===== config.mk =====
export PLATFORM = sky130hd
export DESIGN_NAME = regfile_sb
export DESIGN_NICKNAME = d
export VERILOG_FILES = /design/src/rtl/regfile_sb.sv
export SDC_FILE = /design/constraint.sdc
export NUM_CORES = 2
export LEC_CHECK = 0
export CAP_MARGIN = 10
export CORE_MARGIN = 2
export CORE_UTILIZATION = 55
export DETAILED_ROUTE_END_ITERATION = 10
export MAX_ROUTING_LAYER = met4
export PLACE_DENSITY = 0.71
export RECOVER_POWER = 25
export SYNTH_ARGS = -nofsm -noshare
export SYNTH_HDL_FRONTEND = slang
export SYNTH_SLANG_ARGS = --single-unit

===== constraint.sdc =====
create_clock -name clk -period 3.25 [get_ports clk]
set_input_delay 0.65 -clock clk [delete_from_list [all_inputs] [get_ports clk]]
set_output_delay 0.65 -clock clk [all_outputs]
set_load 0.01 [all_outputs]

===== src/rtl/regfile_sb.sv =====
// regfile_sb: integer register file with NR_READ combinational read ports,
// two write-back ports (port 1 has priority) and a per-register busy
// scoreboard driven by issue (set) and write-back (clear).
// Register 0 reads as zero, is never written and is never busy.
// Optional feature macro: REGFILE_BYPASS_EN (same-cycle write-to-read bypass).
module regfile_sb #(
  parameter int ADDR_WIDTH = 5,
  parameter int DATA_WIDTH = 32,
  parameter int NR_READ    = 2
) (
  input  logic                             clk,
  input  logic                             rst_n,
  input  logic                             wen0,
  input  logic [ADDR_WIDTH-1:0]            waddr0,
  input  logic [DATA_WIDTH-1:0]            wdata0,
  input  logic                             wen1,
  input  logic [ADDR_WIDTH-1:0]            waddr1,
  input  logic [DATA_WIDTH-1:0]            wdata1,
  input  logic [NR_READ*ADDR_WIDTH-1:0]    raddr,
  output logic [NR_READ*DATA_WIDTH-1:0]    rdata,
  output logic [NR_READ-1:0]               rbusy,
  input  logic                             issue_valid,
  input  logic [ADDR_WIDTH-1:0]            issue_rd,
  output logic                             issue_ready,
  output logic [(2**ADDR_WIDTH)-1:0]       busy_vec
);

  localparam int NREG = 2 ** ADDR_WIDTH;

  logic [DATA_WIDTH-1:0] rf [NREG];
  logic [NREG-1:0]       busy;

  logic w0_act;
  logic w1_act;
  logic issue_fire;

  assign w0_act     = wen0 && (waddr0 != '0);
  assign w1_act     = wen1 && (waddr1 != '0);
  assign issue_fire = issue_valid && issue_ready && (issue_rd != '0);
  assign busy_vec   = busy;

  // Issue may proceed when the destination is free now or is being freed this cycle.
  always_comb begin
    issue_ready = 1'b0;
    if (issue_rd == '0)
      issue_ready = 1'b1;
    else if (!busy[issue_rd])
      issue_ready = 1'b1;
    else if ((w0_act && (waddr0 == issue_rd)) || (w1_act && (waddr1 == issue_rd)))
      issue_ready = 1'b1;
  end

  // Register and scoreboard update; port 1 after port 0 so it wins, issue last so set wins.
  always_ff @(posedge clk or negedge rst_n) begin
    if (!rst_n) begin
      rf   <= '{default: '0};
      busy <= '0;
    end else begin
      if (w0_act) begin
        rf[waddr0]   <= wdata0;
        busy[waddr0] <= 1'b0;
      end
      if (w1_act) begin
        rf[waddr1]   <= wdata1;
        busy[waddr1] <= 1'b0;
      end
      if (issue_fire)
        busy[issue_rd] <= 1'b1;
    end
  end

  for (genvar g = 0; g < NR_READ; g++) begin : g_rd
    logic [ADDR_WIDTH-1:0] ra;
    logic [DATA_WIDTH-1:0] rd;
    logic                  rb;

    assign ra = raddr[g*ADDR_WIDTH +: ADDR_WIDTH];

    // Operand read: zero register, stored value, optionally overridden by same-cycle write-back.
    always_comb begin
      rd = '0;
      rb = 1'b0;
      if (ra != '0) begin
        rd = rf[ra];
        rb = busy[ra];
`ifdef REGFILE_BYPASS_EN
        if (w1_act && (waddr1 == ra)) begin
          rd = wdata1;
          rb = 1'b0;
        end else if (w0_act && (waddr0 == ra)) begin
          rd = wdata0;
          rb = 1'b0;
        end
`endif
      end
    end

    assign rdata[g*DATA_WIDTH +: DATA_WIDTH] = rd;
    assign rbusy[g]                          = rb;
  end

endmodule


==> metrics.md <==
| Metric | Value |
|---|---|
| Cells after Synth | 5,871 |
| Num CTS Buffers | 114 |
| Die W | 349 µm |
| Fraction of layout cells with a size suffix above 1 | 0.272 |
| Vert. Die Dim | 349 µm |
| Crit Path Max Fanout | 5 |
| CP dominant cell by count | buf_16 |
| Die area | 0.122 mm² |
| CTS max path bufs | 3 |
| CTS Root Cell | clkbuf_16 |
| Failing checks | max-capacitance violations, max-slew violations, negative setup slack |
| Pwr per Cell Area | a little under 600 mW/mm² |
| CP Class | in2out |
| EDFF count, synth | 0 |
| Fin nets | 6,108 |
| Syn Std Cell Area | 0.0655 mm² |
| Met1 GRT Util | 0.521 |
| Final wirelength | 240 mm |
| Routability cong. | between 0.9 and 1 |
| Seq/Total Area, Yosys | 0.403 |
| Ports | 193 |
| Tmin final | 3.31 ns |
| Max-slew headroom | -0.312 |
| Fmax | 302 MHz |
| Syn-to-layout area delta | 19.1% |
| Setup Skew | 0.0137 ns |
| Critical path data required time | between 2 and 3 ns |
| DR pass1 iterations | 9 |
| Vias | between 50,000 and 60,000 |
| Design area | 0.0780 mm² |
| GR peak layer | met2 |
| Status | complete, but fails checks |
| Main flop type after synthesis | dfrtp_1 |
| Max-cap violation count | 1 |
| Cell Chain, Critical Path | buf_16 -> buf_16 -> buf_16 -> buf_12 -> buf_12 -> mux4_2 -> mux4_2 -> nand2_2 -> o21ai_4 -> buf_6 |
| Async SR Flop Fraction | 1.00 |
| CTS tree | built |
| WL/cell | 31.4 µm |
| Top cell type's share of synthesized area | 0.403 |
| Antenna-violating nets left | 0 |
| Fillers | 8,539 |
| Final setup viols | 4 |
| CTS H-tree depth | 3 |
| Vias in the first global route | approximately 53,000 |
| I/O Buffers | 192 |
| WP data arrival | between 2 and 3 ns |
| Crit end category | primary output |
| Slew at the pin with the worst max-slew slack | a little under 2 ns |
| Register area | 0.0264 mm² |
| CP startpoint kind | input pin |
| Fin. Hold Viols | 0 |
| Slowest CP cell | mux4_2 |
| Initial Utilization | 0.555 |
| M2 GR Usage | 0.583 |
| Yosys top cell by area | dfrtp_1 |
| Unrepaired setup endpoints after global routing | true |
| TNS Setup | -0.104 ns |
| Final period util | 1.02 |
| Worst-Skew Late Latency | slightly below 0.8 ns |
| Largest net degree at the start of global routing | 100 |
| Hold Crit Class | reg2reg |
| Net Count, Synth | 5,965 |
| Post-route DRC | 0 |
| Initial DRC Count | 7,821 |
| Core footprint | roughly 0.12 mm² |
| Avg Synthesized Cell Area | around 11 µm² |
| Worst stage delay on the critical path | 0.50 ns |
| Vias per cell | 7.06 |
| Rows | 126 |
| Worst path top cell family by delay | multiplexers |
| GRT Total Usage | 0.407 |
| Initial antenna violation count | 2 |
| Synth unique cells | 48 |
| Dominant cell by count in the synthesized netlist | dfrtp_1 |
| Clock-pin slew of the registers on the worst-case setup and hold paths | around 0.060 ns |
| Final slew viol count | 43 |
| Maximum vdd drop | 0.565 mV |
| Leakage power | 34.8 nW |
| Area of the multi-input gates | 0.0365 mm² |
| Grt met3 use | 0.116 |
| CP bufs+invs | 6 |
| First-pass GRT wire length | ~360 mm |
| Synth top area cells | dfrtp_1 40%, mux4_2 23%, mux2i_1 15%, a21oi_1 5.7%, nor2_1 4.4% |
| Grt ovf | 0 |
| #FFs+latches synth | 1,056 |
| TritonCTS sink count | 1,056 |
| DP Area | 0.0723 mm² |
| Synth cell count leaders | 1,056 x dfrtp_1, 992 x mux2i_1, 762 x nor2_1 |
| YS warnings | 0 |
| DP HPWL | 147 mm |
| Setup WS post-layout | -0.0603 ns |
[registers in the layout, indices dropped and copies added (netlist names)]
name,count
rf,1024
busy_vec,32
[layer usage]
| layer | routed length, µm | part of all wire |
|---|---|---|
| met4 | 16900 | 0.070 |
| met1 | 85400 | 0.36 |
| met2 | 106000 | 0.44 |
| met5 | 0 | 0 |
| met3 | 31700 | 0.13 |
[final timing paths]
path                                        start                      to  slack (ns)  cells after the start
max reg2reg                busy_vec[20]$_DFF_PN0_  busy_vec[14]$_DFF_PN0_        1.16                      8
min in group asynchronous                   rst_n       rf[833]$_DFF_PN0_        0.97                      2
max in group asynchronous                   rst_n       rf[117]$_DFF_PN0_        0.22                      3
max                                      raddr[5]               rdata[63]       -0.06                     10
min                             rf[997]$_DFF_PN0_       rf[997]$_DFF_PN0_        0.40                      0
min reg2reg                     rf[997]$_DFF_PN0_       rf[997]$_DFF_PN0_        0.40                      0
[what timing repair did]
item,CTS,global route
setup buffers,58,20
endpoints found under the setup margin,67,57
hold buffers,1,0
cloned,25,4
endpoints found under the hold margin,27,0
pin swaps,9,3
gates resized for setup,384,75
[layout by cell type (no fill, tap or decap), drive strengths merged, types with 3 or more instances in the layout]
cell type,instances
clkdlybuf4s50,113
a32oi,4
dfrtp,1056
nand2b,8
clkinv,36
nand2,372
or3,3
o31ai,21
nand3b,15
bufinv,14
and2,7
inv,73
nor3b,3
nand3,18
nor3,5
a22oi,3
nand4,6
mux4,665
a2bb2oi,3
clkbuf,183
nor2b,9
o21ai,332
nor2,762
buf,597
mux2i,992
xnor2,10
o22ai,4
clkdlybuf4s15,6
and3,12
bufbuf,4
and3b,5
a21oi,741
nor4b,3
mux2,6
[power breakdown]
| group | internal (W) | switching [W] |
|---|---|---|
| clock network | 0.00795 | 0.00583 |
| registers | 0.0166 | 0.00310 |
| logic | 0.00749 | 0.00546 |
[metrics by stage]
| step | hold WS [ns] | util | worst slack [ns] | cells | power, W |
|---|---|---|---|---|---|
| 2_1_floorplan | 0.354 | - | 0.186 | 5871 | 0.0276 |
| 3_3_place_gp | 0.377 | 0.612 | -0.449 | 7330 | 0.0314 |
| 3_5_place_dp | 0.382 | 0.612 | -0.429 | 7330 | 0.0321 |
| 4_1_cts | 0.397 | 0.660 | -0.0808 | 7623 | 0.0460 |
| 5_1_grt | 0.405 | 0.661 | -0.0798 | 7644 | 0.0483 |
| 6_report | 0.397 | 0.661 | -0.0603 | 7644 | 0.0465 |
[layout make-up]
type	count	area share
well taps	1536	0.0246
flip-flops and latches	1056	0.339
clock buffers	154	0.0405
multi-input cells	4021	0.468
diodes	1	0.0000321
repair buffers	751	0.115
clock inverters	55	0.00970
inverters	70	0.00337
[logic make-up (layout without fill, tap and decap cells)]
family	after synthesis	in the layout	synth area share
other	0	1	0
and+or+nand+nor	1232	1232	0.0753
xor gates and xnor gates	10	10	0.00134
DFF	1056	1056	0.403
muxes	1663	1663	0.381
AOI/OAI and AO/OA	1116	1116	0.0877
buffers and inverters	794	1030	0.0511
(Power assumes the default switching activity.)
